File: config.mk
export PLATFORM = sky130hd
export DESIGN_NAME = vrf_access_seq
export DESIGN_NICKNAME = d
export VERILOG_FILES = /design/src/rtl/vrf_pkg.sv /design/src/rtl/vrf_beat_gen.sv /design/src/rtl/vrf_access_seq.sv
export SDC_FILE = /design/constraint.sdc
export NUM_CORES = 1
export LEC_CHECK = 0
export ABC_CLOCK_PERIOD_IN_PS = 6200
export CORE_AREA = 2 2 244 246
export CTS_BUF_LIST = sky130_fd_sc_hd__clkbuf_2
export DETAILED_ROUTE_END_ITERATION = 8
export DIE_AREA = 0 0 246 248
export PLACE_DENSITY = 0.38
export SETUP_SLACK_MARGIN = 0.15
export SKIP_LAST_GASP = 1
export SYNTH_ARGS = -nofsm -noshare
export SYNTH_HDL_FRONTEND = slang
export SYNTH_SLANG_ARGS = --single-unit
File: constraint.sdc
create_clock -name clk -period 6.2 [get_ports clk]
set_clock_uncertainty 0.2 [all_clocks]
set_input_delay 0.93 -clock clk [delete_from_list [all_inputs] [get_ports clk]]
set_output_delay 0.93 -clock clk [all_outputs]
set_load 0.02 [all_outputs]
File: src/rtl/vrf_pkg.sv
`default_nettype none
// ============================================================================
// Module : vrf_pkg
// Brief  : Geometry constants, types and beat helpers shared by the VRF
//          access sequencer and its beat generators.
// Rev    : 1.0 - initial release
// ============================================================================
package vrf_pkg;

    localparam int NumWords   = 1024;
    localparam int NumBanks   = 4;
    localparam int NumVRs     = 32;
    localparam int DataWidth  = 32;
    localparam int ElemsPerVR = NumWords / NumVRs;
    localparam int BeatsPerVR = ElemsPerVR / NumBanks;
    localparam int AddrWidth  = $clog2(NumWords / NumBanks);
    localparam int VregW      = $clog2(NumVRs);
    localparam int VlW        = $clog2(ElemsPerVR + 1);
    // Wide enough to hold a full beat count, not just a beat index.
    localparam int BeatW      = $clog2(BeatsPerVR + 1);

    typedef logic [VregW-1:0]     vreg_t;
    typedef logic [VlW-1:0]       vl_t;
    typedef logic [BeatW-1:0]     beat_t;
    typedef logic [AddrWidth-1:0] bank_addr_t;
    typedef logic [NumBanks-1:0]  bank_mask_t;

    typedef enum logic [0:0] {
        R_IDLE  = 1'b0,
        R_ISSUE = 1'b1
    } rd_state_e;

    typedef enum logic [0:0] {
        W_IDLE = 1'b0,
        W_DATA = 1'b1
    } wr_state_e;

    function automatic vl_t clamp_vl(input vl_t vl);
        return (int'(vl) > ElemsPerVR) ? vl_t'(ElemsPerVR) : vl;
    endfunction

    function automatic beat_t beat_count(input vl_t vl);
        return beat_t'((int'(vl) + NumBanks - 1) / NumBanks);
    endfunction

    function automatic bank_mask_t beat_mask(input vl_t vl, input beat_t beat);
        bank_mask_t m;
        m = '0;
        for (int i = 0; i < NumBanks; i++) begin
            m[i] = ((int'(beat) * NumBanks + i) < int'(vl));
        end
        return m;
    endfunction

endpackage : vrf_pkg
`default_nettype wire

File: src/rtl/vrf_beat_gen.sv
`default_nettype none
// ============================================================================
// Module : vrf_beat_gen
// Brief  : Per-channel beat counter with bank address, tail mask and last flag.
// Rev    : 1.0 - initial release
// ============================================================================
module vrf_beat_gen
    import vrf_pkg::*;
(
    input  logic                 clk,
    input  logic                 rst,
    input  logic                 load_i,
    input  logic [VregW-1:0]     vreg_i,
    input  logic [VlW-1:0]       vl_i,
    input  logic                 step_i,
    output logic [VregW-1:0]     vreg_o,
    output logic [AddrWidth-1:0] addr_o,
    output logic [NumBanks-1:0]  mask_o,
    output logic                 last_o
);

    vreg_t vreg_q, vreg_d;
    vl_t   vl_q,   vl_d;
    beat_t beat_q, beat_d;

    // vl_i arrives already clamped; a new command always restarts at beat 0.
    always_comb begin
        vreg_d = vreg_q;
        vl_d   = vl_q;
        beat_d = beat_q;
        if (load_i) begin
            vreg_d = vreg_i;
            vl_d   = vl_i;
            beat_d = '0;
        end else if (step_i) begin
            beat_d = beat_q + beat_t'(1);
        end
    end

    always_ff @(posedge clk) begin
        if (rst) begin
            vreg_q <= '0;
            vl_q   <= '0;
            beat_q <= '0;
        end else begin
            vreg_q <= vreg_d;
            vl_q   <= vl_d;
            beat_q <= beat_d;
        end
    end

    assign vreg_o = vreg_q;
    assign addr_o = bank_addr_t'(vreg_q) * bank_addr_t'(BeatsPerVR) + bank_addr_t'(beat_q);
    assign mask_o = beat_mask(vl_q, beat_q);
    assign last_o = (beat_q == (beat_count(vl_q) - beat_t'(1)));

endmodule : vrf_beat_gen
`default_nettype wire

File: src/rtl/vrf_access_seq.sv
`default_nettype none
// ============================================================================
// Module : vrf_access_seq
// Brief  : Turns whole-vector-register read/write commands into per-beat,
//          per-bank SRAM accesses with tail masking and same-register blocking.
// Rev    : 1.0 - initial release
// ============================================================================
module vrf_access_seq
    import vrf_pkg::*;
(
    input  logic                           clk,
    input  logic                           rst,
    input  logic                           rd_cmd_valid_i,
    output logic                           rd_cmd_ready_o,
    input  logic [VregW-1:0]               rd_cmd_vreg_i,
    input  logic [VlW-1:0]                 rd_cmd_vl_i,
    output logic                           rd_data_valid_o,
    output logic [NumBanks*DataWidth-1:0]  rd_data_o,
    output logic [NumBanks-1:0]            rd_data_mask_o,
    output logic                           rd_data_last_o,
    input  logic                           wr_cmd_valid_i,
    output logic                           wr_cmd_ready_o,
    input  logic [VregW-1:0]               wr_cmd_vreg_i,
    input  logic [VlW-1:0]                 wr_cmd_vl_i,
    input  logic                           wr_data_valid_i,
    output logic                           wr_data_ready_o,
    input  logic [NumBanks*DataWidth-1:0]  wr_data_i,
    output logic                           wr_done_o,
    output logic [NumBanks-1:0]            sram_re_o,
    output logic [NumBanks-1:0]            sram_we_o,
    output logic [NumBanks*AddrWidth-1:0]  sram_r_addr_o,
    output logic [NumBanks*AddrWidth-1:0]  sram_w_addr_o,
    output logic [NumBanks*DataWidth-1:0]  sram_wdata_o,
    input  logic [NumBanks*DataWidth-1:0]  sram_rdata_i
);

    rd_state_e  rd_state_q, rd_state_d;
    wr_state_e  wr_state_q, wr_state_d;

    logic       rd_valid_q, rd_valid_d;
    bank_mask_t rd_mask_q,  rd_mask_d;
    logic       rd_last_q,  rd_last_d;
    logic       wr_done_q,  wr_done_d;

    vreg_t      rd_vreg, wr_vreg;
    bank_addr_t rd_addr, wr_addr;
    bank_mask_t rd_mask, wr_mask;
    logic       rd_last, wr_last;

    vl_t        rd_vl_c, wr_vl_c;
    logic       rd_fire, wr_fire;
    logic       rd_issue, wr_active, wr_beat;

    assign rd_vl_c   = clamp_vl(rd_cmd_vl_i);
    assign wr_vl_c   = clamp_vl(wr_cmd_vl_i);
    assign rd_issue  = (rd_state_q == R_ISSUE);
    assign wr_active = (wr_state_q == W_DATA);
    assign wr_beat   = wr_active && wr_data_valid_i;

    // On a same-register tie the read is granted and the write waits.
    assign rd_cmd_ready_o = (rd_state_q == R_IDLE) &&
                            !(wr_active && (wr_vreg == rd_cmd_vreg_i));
    assign rd_fire        = rd_cmd_valid_i && rd_cmd_ready_o;
    assign wr_cmd_ready_o = (wr_state_q == W_IDLE) &&
                            !(rd_issue && (rd_vreg == wr_cmd_vreg_i)) &&
                            !(rd_fire && (rd_cmd_vreg_i == wr_cmd_vreg_i));
    assign wr_fire        = wr_cmd_valid_i && wr_cmd_ready_o;

    vrf_beat_gen u_rd_gen (
        .clk    (clk),
        .rst    (rst),
        .load_i (rd_fire),
        .vreg_i (rd_cmd_vreg_i),
        .vl_i   (rd_vl_c),
        .step_i (rd_issue),
        .vreg_o (rd_vreg),
        .addr_o (rd_addr),
        .mask_o (rd_mask),
        .last_o (rd_last)
    );

    vrf_beat_gen u_wr_gen (
        .clk    (clk),
        .rst    (rst),
        .load_i (wr_fire),
        .vreg_i (wr_cmd_vreg_i),
        .vl_i   (wr_vl_c),
        .step_i (wr_beat),
        .vreg_o (wr_vreg),
        .addr_o (wr_addr),
        .mask_o (wr_mask),
        .last_o (wr_last)
    );

    always_comb begin
        rd_state_d = rd_state_q;
        rd_valid_d = rd_issue;
        rd_mask_d  = rd_issue ? rd_mask : '0;
        rd_last_d  = rd_issue && rd_last;
        case (rd_state_q)
            R_IDLE:  if (rd_fire && (rd_vl_c != '0)) rd_state_d = R_ISSUE;
            R_ISSUE: if (rd_last) rd_state_d = R_IDLE;
            default: rd_state_d = R_IDLE;
        endcase
    end

    // A zero-length write never enters W_DATA but still reports completion.
    always_comb begin
        wr_state_d = wr_state_q;
        wr_done_d  = 1'b0;
        case (wr_state_q)
            W_IDLE: begin
                if (wr_fire) begin
                    if (wr_vl_c == '0) wr_done_d  = 1'b1;
                    else               wr_state_d = W_DATA;
                end
            end
            W_DATA: begin
                if (wr_beat && wr_last) begin
                    wr_state_d = W_IDLE;
                    wr_done_d  = 1'b1;
                end
            end
            default: wr_state_d = W_IDLE;
        endcase
    end

    always_ff @(posedge clk) begin
        if (rst) begin
            rd_state_q <= R_IDLE;
            wr_state_q <= W_IDLE;
            rd_valid_q <= 1'b0;
            rd_mask_q  <= '0;
            rd_last_q  <= 1'b0;
            wr_done_q  <= 1'b0;
        end else begin
            rd_state_q <= rd_state_d;
            wr_state_q <= wr_state_d;
            rd_valid_q <= rd_valid_d;
            rd_mask_q  <= rd_mask_d;
            rd_last_q  <= rd_last_d;
            wr_done_q  <= wr_done_d;
        end
    end

    assign rd_data_valid_o = rd_valid_q;
    assign rd_data_o       = sram_rdata_i;
    assign rd_data_mask_o  = rd_mask_q;
    assign rd_data_last_o  = rd_last_q;
    assign wr_data_ready_o = wr_active;
    assign wr_done_o       = wr_done_q;

    assign sram_re_o = rd_issue ? rd_mask : '0;
    assign sram_we_o = wr_beat  ? wr_mask : '0;

    genvar gi;
    generate
        for (gi = 0; gi < NumBanks; gi++) begin : g_bank
            assign sram_r_addr_o[gi*AddrWidth +: AddrWidth] = rd_issue  ? rd_addr : '0;
            assign sram_w_addr_o[gi*AddrWidth +: AddrWidth] = wr_active ? wr_addr : '0;
            assign sram_wdata_o[gi*DataWidth +: DataWidth]  =
                wr_beat ? wr_data_i[gi*DataWidth +: DataWidth] : '0;
        end
    endgenerate

endmodule : vrf_access_seq
`default_nettype wire

# After elaboration in Yosys (flattened, before gate mapping)
# Index checks and enable logic that the tools add are counted.
[totals]
regBits = 39
input_bits = 283
word_cells = 91
[classes]
add_sub_neg = 18
magnitude_cmp = 10
n_eq_ne = 5
n_mux = 21
n_bitwise = 4
n_reduce_logical = 21
[op_table]
columns = ["cell", "n"]
rows = [
  ["32-bit by 7-bit less-than comparator with 1-bit output", 6],
  ["32-bit two-way mux", 4],
  ["6-bit by 2-bit adder with 7-bit output, second input constant", 4],
  ["8-bit by 4-bit adder with 8-bit output", 2],
  ["8-bit two-way mux", 2],
  ["7-bit by 1-bit subtractor with 8-bit output, second input constant", 2],
  ["5-bit == test", 3],
  ["6-bit by 1-bit adder with 7-bit output, second input constant", 2],
  ["6-bit by 3-bit adder with 7-bit output, second input constant", 2],
  ["6-bit > comparator, second input constant", 2],
  ["1-bit logical AND", 12],
  ["6-bit less-than comparator", 2],
  ["6-bit two-way mux", 2],
  ["4-bit by 1-bit adder with 4-bit output", 2],
  ["4-bit by 1-bit adder with 4-bit output, second input constant", 2],
  ["4-bit == test", 2],
  ["1-bit two-way mux", 8],
  ["4-bit two-way mux", 2],
  ["2-bit OR reduction", 4],
  ["4-bit by 1-bit subtractor with 4-bit output, second input constant", 2],
  ["6-bit zero test", 1],
  ["1-bit one-hot mux with 2 select lines", 3],
  ["6-bit nonzero test", 1],
  ["1-bit zero test", 3],
  ["2 further kinds", 4],
]

# Logic depth before layout (Yosys ltp)
# Gate-level depths: netlist of the first run.
[logic_depth]
word_depth = 11
depth_mapped = 8

# Hierarchy
# A second synthesis of the first run with hierarchy kept.
[unflattened]
hier_cells = 622
area_unflattened_um2 = 4762.1
[by_module_without_submodules]
columns = ["mod", "n_inst", "cells_each", "area_each_um2", "seq_area_each_um2"]
rows = [
  ["vrf_access_seq", 1, 428, 2997.9, 180.2],
  ["vrf_beat_gen", 2, 97, 882.1, 300.3],
]

# Least setup slack after synthesis of the first run
# No wires, ideal clock.
[synth_timing]
kind = "input -> output"
from = "input rd_cmd_vreg_i[2]"
to = "output wr_cmd_ready_o"
arrival_ns = 2.058
required_time_ns = 5.070
setup_slack_ns = 3.012
path_stages = 6
cell_sequence = "xnor2_1 > nand4_1 > o21ai_0 > buf_2 > buf_2 > o31a_1"
[synth_via]
elab_chain_cells = 8
elab_cells_between_ends = 9
[synth_rtl]
columns = ["element", "line_no", "text"]
rows = [
  ["start, declared", "vrf_access_seq.sv:15", "input logic [VregW-1:0] rd_cmd_vreg_i,"],
  ["5-bit == test", "vrf_access_seq.sv:62", "!(wr_active && (wr_vreg == rd_cmd_vreg_i));"],
  ["1-bit logical AND", "vrf_access_seq.sv:62", ""],
  ["1-bit zero test", "vrf_access_seq.sv:62", ""],
  ["1-bit logical AND", "vrf_access_seq.sv:61", "assign rd_cmd_ready_o = (rd_state_q == R_IDLE) &&"],
  ["1-bit logical AND", "vrf_access_seq.sv:63", "assign rd_fire = rd_cmd_valid_i && rd_cmd_ready_o;"],
  ["1-bit logical AND *", "vrf_access_seq.sv:66", "!(rd_fire && (rd_cmd_vreg_i == wr_cmd_vreg_i));"],
  ["1-bit zero test *", "vrf_access_seq.sv:66", ""],
  ["1-bit logical AND *", "vrf_access_seq.sv:65", "!(rd_issue && (rd_vreg == wr_cmd_vreg_i)) &&"],
  ["end, declared", "vrf_access_seq.sv:22", "output logic wr_cmd_ready_o,"],
]
# Mark *: on every way between the ends. The rest lies on a longest branch, timed or not.

# Worst setup path in the final report of the first run
[layout_timing]
from = "register wr_state_q, in the netlist wr_data_ready_o"
to = "output sram_wdata_o[100]"
[layout_via]
elab_chain_cells = 2
[layout_rtl]
columns = ["element", "line_no", "text"]
rows = [
  ["start, declared", "vrf_access_seq.sv:38", "wr_state_e wr_state_q, wr_state_d;"],
  ["start signal, assigned", "vrf_access_seq.sv:138", "wr_state_q <= wr_state_d;"],
  ["1-bit logical AND", "vrf_access_seq.sv:58", "assign wr_beat = wr_active && wr_data_valid_i;"],
  ["32-bit two-way mux", "vrf_access_seq.sv:162", "wr_beat ? wr_data_i[gi*DataWidth +: DataWidth] : '0;"],
  ["end, declared", "vrf_access_seq.sv:33", "output logic [NumBanks*DataWidth-1:0] sram_wdata_o,"],
]
# Every way passes these cells.

==> impl_metrics.env, run 1 <==
export IMPL_grt_max_degree=93
export IMPL_synth_distinct_cells=41
export IMPL_synth_top_area_cell="buf_4"
export IMPL_slew_headroom_pct=32.0
export IMPL_grt_pass1_vias=4825
export IMPL_arrival_ns=2.84
export IMPL_critPathLaunchType="flip-flop"
export IMPL_die_w_um=246
export IMPL_r2r_end="u_wr_gen.vl_q[1]"
export IMPL_synth_area_leaders="buf_4, and3_1, dfxtp_1"
export IMPL_area_growth_pct=69.3
export IMPL_cts_setup_buffers=0
export IMPL_fin_nets=1080
export IMPL_clk_latency_ns=0.44
export IMPL_die_h_um=248
export IMPL_synth_ff_type="dfxtp_1"
export IMPL_detail_route_vias_per_cell=3.00
export IMPL_timing_setup_tns_ns=0
export IMPL_antenna_found_initial=2
export IMPL_vdd_drop_max_mv=0.0699
export IMPL_synth_fp_nets=919
export IMPL_io_buffers=364
export IMPL_synth_seq_area_share_pct=16.7
export IMPL_gp_congestion=0.739
export IMPL_wl_per_cell_um=13.8
export IMPL_grt_use_total_pct=6.66
export IMPL_syn_avg_cell_area_um2=7.57
export IMPL_timing_hold_violations_final=0
export IMPL_p_per_area_nw_per_um2=111
export IMPL_synthCells=619
export IMPL_synth_cell_area_um2=4680
export IMPL_p_leak_nw=3.15
export IMPL_dr_total_vias=4678
export IMPL_dieArea_um2=61000
export IMPL_setup_worst_path_class="flip-flop to output port"
export IMPL_clockBufferDepth=2
export IMPL_tightest_slew_ns=1.02
export IMPL_ctsHoldBuffers=0
export IMPL_clkSinkCount=39
export IMPL_finalCritPeriodShare_pct=64.0
export IMPL_first_pass_iters=4
export IMPL_synth_seq_cells=39
export IMPL_maxSlewViolCount=0
export IMPL_cts_buffers=5
export IMPL_final_cell_mix="clkdlybuf4s50_1, and3_1, dfxtp_1, nand2_1, xnor2_1"
export IMPL_cts_resized=0
export IMPL_synth_top_cell_area_share_pct=28.4
export IMPL_cts_tree="yes"
export IMPL_ctsRootBufferMaster="clkbuf_2"
export IMPL_critical_path_required_ns=5.07
export IMPL_hold_path_class="flip-flop to flip-flop"
export IMPL_placementRows=89
export IMPL_reg2reg_depth=5
export IMPL_outcome="complete, no violations"
export IMPL_synth_edf_count=0
export IMPL_cp_max_fo=92
export IMPL_path_clk_slew_ns=0.23
export IMPL_cap_violations=0
export IMPL_grt_first_pass_wirelength_um=30500
export IMPL_hpwlAfterDp_um=17900
export IMPL_ys_async_sr_fraction_pct=0
export IMPL_gr_total_overflow=0
export IMPL_p_total_uw=881
export IMPL_min_path_cells=2
export IMPL_whs_endpoint="u_rd_gen.vl_q[3]"
export IMPL_io_pins=621
export IMPL_drc=0
export IMPL_core_um2=58500
export IMPL_end_kind="output port"
export IMPL_h_tree_depth=2
export IMPL_synth_warnings=0
export IMPL_r2r_start="wr_data_ready_o"
export IMPL_timing_hold_ws_ns=0.270
export IMPL_ant_nets=0
export IMPL_drtIter0Drc=104
export IMPL_routed_wl_um=21600
export IMPL_fmax_ghz=0.252
export IMPL_start_util_pct=8.01
export IMPL_layout_commonest_cell="clkdlybuf4s50_1"
export IMPL_drive_gt1_share_pct=3.20
export IMPL_min_delay_start="u_rd_gen.vl_q[3]"
export IMPL_rsz0062_at_grt="false"
export IMPL_setup_viol=0
export IMPL_reg2reg_slack_ns=3.42
export IMPL_fin_crit_ns=3.97
==> cell type report <==
class | instances | area (µm²)
clock buffers | 5 | 25.0
inverters | 15 | 56.3
clock inverters | 3 | 38.8
multi-input cells | 350 | 2370
fillers | 6686 | 50500
repair buffers | 369 | 3680
diodes | 3 | 7.51
well taps | 773 | 967
flip-flops and latches | 39 | 785
==> flip-flops by register name (all words and copies together) (netlist names) <==
register	cells
wr_done_o	1
wr_data_ready_o	1
rd_data_last_o	1
rd_data_valid_o	1
u_rd_gen.vl_q	6
u_wr_gen.beat_q	4
u_rd_gen.vreg_o	5
u_wr_gen.vreg_o	5
u_wr_gen.vl_q	6
u_rd_gen.beat_q	4
rd_issue	1
rd_data_mask_o	4
==> per-layer routing <==
layer  vias to the layer above  track usage, %  part of all wire, %
met5                         -           0.795                 0.32
met2                       338            11.2                   46
met3                        43            2.58                  9.8
met1                      2071            7.42                   40
met4                         2            2.82                  3.4
li1                       2224               -                    -
==> power breakdown <==
part	internal (mW)	switching, mW
Sequential	0.265	0.0293
Clock	0.0663	0.0935
Combinational	0.232	0.195
Total	0.563	0.318
==> cells by family after synthesis <==
kind of cell / Yosys count / share of synthesized area, %
AND/OR/NAND/NOR: 242 / 30.0
XOR/XNOR: 37 / 6.92
multiplexers: 20 / 4.27
AO/OA/AOI/OAI: 34 / 4.86
flip-flops: 39 / 16.7
adder cells (fa/ha/maj): 17 / 4.54
buffers and inverters: 230 / 32.7
==> critical path: stages, from the launching register on <==
cell and delay [ns]:
dfxtp_4 0.72, buf_4 0.66, and3_1 0.28, clkdlybuf4s50_1 0.66
==> cells in the mapped netlist, drive strengths merged (2+ instances only) <==
library cell	instances
nand2	33
nor4	4
xnor2	24
and2	19
mux2i	20
or3b	5
nand3b	5
nor2	17
a21oi	12
nand3	8
o21a	6
o21ai	6
nor3	9
clkbuf	35
or3	3
inv	14
nand4	4
and3	130
dfxtp	39
a21o	2
buf	180
ha	17
xor2	13
==> worst max path at each step <==
| stage | from | cells past startpoint | slack, ns | to |
|---|---|---|---|---|
| global placement | rd_cmd_vreg_i[0] | 6 | 2.20 | wr_cmd_ready_o |
| global route | wr_data_ready_o | 3 | 1.88 | sram_w_addr_o[17] |
| detailed placement | rd_cmd_vreg_i[0] | 6 | 2.24 | wr_cmd_ready_o |
| floorplan | rd_cmd_vreg_i[2] | 6 | 3.01 | wr_cmd_ready_o |
| finish | wr_data_ready_o | 3 | 2.23 | sram_wdata_o[100] |
| CTS | wr_data_ready_o | 3 | 1.99 | sram_w_addr_o[25] |
==> metrics by stage <==
step / cell area (µm²) / std cells / utilization (%) / setup slack [ns]
after floorplan: 4680 / 619 / - / 3.01
after global placement: 7860 / 1546 / 13.4 / 2.20
after detailed placement: 7860 / 1546 / 13.4 / 2.24
after CTS: 7920 / 1554 / 13.6 / 1.99
after global routing: 7930 / 1555 / 13.6 / 1.88
final: 7930 / 1557 / 13.6 / 2.23
(Power assumes the default switching activity.)
==> run 2, diff against run 1 <==
--- a/config.mk
+++ b/config.mk
@@ -5,12 +5,12 @@
 export SDC_FILE = /design/constraint.sdc
 export NUM_CORES = 1
 export LEC_CHECK = 0
-export ABC_CLOCK_PERIOD_IN_PS = 6200
-export CORE_AREA = 2 2 244 246
+export ABC_CLOCK_PERIOD_IN_PS = 3600
+export CORE_AREA = 2 2 241 243
 export CTS_BUF_LIST = sky130_fd_sc_hd__clkbuf_2
 export DETAILED_ROUTE_END_ITERATION = 8
-export DIE_AREA = 0 0 246 248
-export PLACE_DENSITY = 0.38
+export DIE_AREA = 0 0 243 245
+export PLACE_DENSITY = 0.39
 export SETUP_SLACK_MARGIN = 0.15
 export SKIP_LAST_GASP = 1
 export SYNTH_ARGS = -nofsm -noshare
==> constraint.sdc (replaced) <==
create_clock -name clk -period 3.6 [get_ports clk]
set_clock_uncertainty 0.2 [all_clocks]
set_input_delay 0.54 -clock clk [delete_from_list [all_inputs] [get_ports clk]]
set_output_delay 0.54 -clock clk [all_outputs]
set_load 0.02 [all_outputs]
==> impl_metrics.env, run 2 (synthesized netlist as in run 1, its figures left out) <==
export IMPL_worst_path_buf_inv=2
export IMPL_h_tree_depth=2
export IMPL_cap_violations=0
export IMPL_arrival_ns=2.48
export IMPL_path_cells="inv_1 -> ha_1 -> a21o_1 -> a21oi_2 -> o21ai_1 -> nor2_1 -> clkdlybuf4s50_1"
export IMPL_gp_congestion=0.759
export IMPL_fill_cells=6648
export IMPL_critPathMaxStageDelay_ns=0.61
export IMPL_r2r_start="wr_data_ready_o"
export IMPL_reg2reg_depth=7
export IMPL_drtIter0Drc=173
export IMPL_start_util_pct=8.21
export IMPL_finish_utilization_pct=14.0
export IMPL_crit_family="buffers and inverters"
export IMPL_cp_max_fo=4
export IMPL_outcome="complete, no violations"
export IMPL_clockBufferDepth=2
export IMPL_clk_latency_ns=0.41
export IMPL_maxSlewViolCount=0
export IMPL_final_cell_mix="clkdlybuf4s50_1, and3_1, dfxtp_1, nand2_1, xnor2_1"
export IMPL_setup_slack_ns=0.384
export IMPL_pre_cts_slack_ns=0.510
export IMPL_r2r_end="u_wr_gen.vreg_o[2]"
export IMPL_dr_total_vias=4845
export IMPL_wl_per_cell_um=18.1
export IMPL_seq_area_um2=787
export IMPL_detail_route_vias_per_cell=3.11
export IMPL_clkSinkCount=39
export IMPL_critical_path_required_ns=2.86
export IMPL_area_growth_pct=70.5
export IMPL_timing_hold_violations_final=0
export IMPL_first_pass_iters=4
export IMPL_routed_top_layer="met5"
export IMPL_min_path_cells=2
export IMPL_min_delay_start="u_wr_gen.vl_q[4]"
export IMPL_ctsRootBufferMaster="clkbuf_2"
export IMPL_finalCritPeriodShare_pct=89.3
export IMPL_p_leak_nw=3.22
export IMPL_vdd_drop_max_mv=0.112
export IMPL_grt_pass1_vias=4848
export IMPL_setup_viol=0
export IMPL_fin_crit_ns=3.22
export IMPL_die_h_um=245
export IMPL_met3_wirelength_um=3150
export IMPL_p_total_mw=1.47
export IMPL_tightest_slew_ns=0.543
export IMPL_layout_commonest_cell="clkdlybuf4s50_1"
export IMPL_io_buffers=364
export IMPL_slowest_stage="clkdlybuf4s50_1"
export IMPL_cts_tree="yes"
export IMPL_timing_setup_tns_ns=0
export IMPL_whs_endpoint="u_wr_gen.vl_q[4]"
export IMPL_multi_input_area_um2=2380
export IMPL_slew_headroom_pct=63.8
export IMPL_setup_worst_path_class="flip-flop to output port"
export IMPL_drc=0
export IMPL_reg_top3="u_rd_gen.vl_q (6), u_wr_gen.vl_q (6)"
export IMPL_cp_num_cells=7
export IMPL_end_kind="output port"
export IMPL_critPathLaunchType="flip-flop"
export IMPL_grt_use_total_pct=9.03
export IMPL_antenna_found_initial=32
export IMPL_wl_met1_um=11300
export IMPL_dieArea_um2=59500
export IMPL_gr_total_overflow=0
export IMPL_p_per_area_nw_per_um2=184
export IMPL_rsz0062_at_grt="true"
export IMPL_drive_gt1_share_pct=4.33
export IMPL_die_w_um=243
export IMPL_dr_wl_met2_um=12800
export IMPL_io_pins=621
export IMPL_placementRows=88
export IMPL_hpwlAfterDp_um=24300
export IMPL_path_clk_slew_ns=0.23
export IMPL_core_um2=57000
export IMPL_fin_nets=1085
export IMPL_cts_buffers=5
export IMPL_hold_path_class="flip-flop to flip-flop"
export IMPL_reg2reg_slack_ns=1.19
export IMPL_grt_first_pass_wirelength_um=38100
export IMPL_ant_nets=0
export IMPL_fmax_ghz=0.311
export IMPL_cts_setup_buffers=0
export IMPL_grt_max_degree=138
export IMPL_routed_wl_um=28200
## run 2: layout make-up
class,count,share of cell area [%]
timing repair buffer,374,46.9
multi-input combinational,350,29.9
tap,765,12.0
sequential,39,9.86
inverter,15,0.705
clock buffer,7,0.439
antenna,8,0.251
## run 2: how the worst max path moves through the flow
stage,from,end,slack [ns]
2_1_floorplan,rd_cmd_vreg_i[2],wr_cmd_ready_o,1.19
3_3_place_gp,rd_cmd_vreg_i[4],wr_cmd_ready_o,0.50
3_5_place_dp,u_wr_gen.beat_q[2],sram_we_o[3],0.51
4_1_cts,u_wr_gen.vl_q[4],sram_we_o[2],0.15
5_1_grt,u_rd_gen.vl_q[4],sram_re_o[2],0.12
6_report,u_rd_gen.vl_q[4],sram_re_o[2],0.38
## run 2: timing repair
item                       4_1_cts  5_1_grt
hold endpoints to repair         0        0
hold buffers                     0        0
setup endpoints to repair        5        5
gates resized for setup          5        4
## run 2: metrics by stage
step	hold slack, ns	cell area [µm²]	instances
3_5_place_dp	0.249	7910	1543
4_1_cts	0.274	7950	1550
3_3_place_gp	0.244	7910	1543
6_report	0.275	7980	1558
5_1_grt	0.302	7970	1553
2_1_floorplan	0.232	4680	619
## run 2: where the power goes
part           internal, mW  switching (mW)
sequential            0.456          0.0291
combinational         0.409           0.371
clock                0.0506           0.154
## run 2: tightest hold or removal path: cells and delay by family, from the launching register on
| family | cells | cell delay, ns |
|---|---|---|
| and+or+nand+nor | 1 | 0.05 |
| DFF | 1 | 0.36 |
| muxes | 1 | 0.05 |
## run 2: routing by layer
layer	GRT usage, %	up-vias
met5	1.63	-
met2	14.6	353
met4	2.49	6
met1	10.7	2162
met3	3.96	86
li1	-	2238
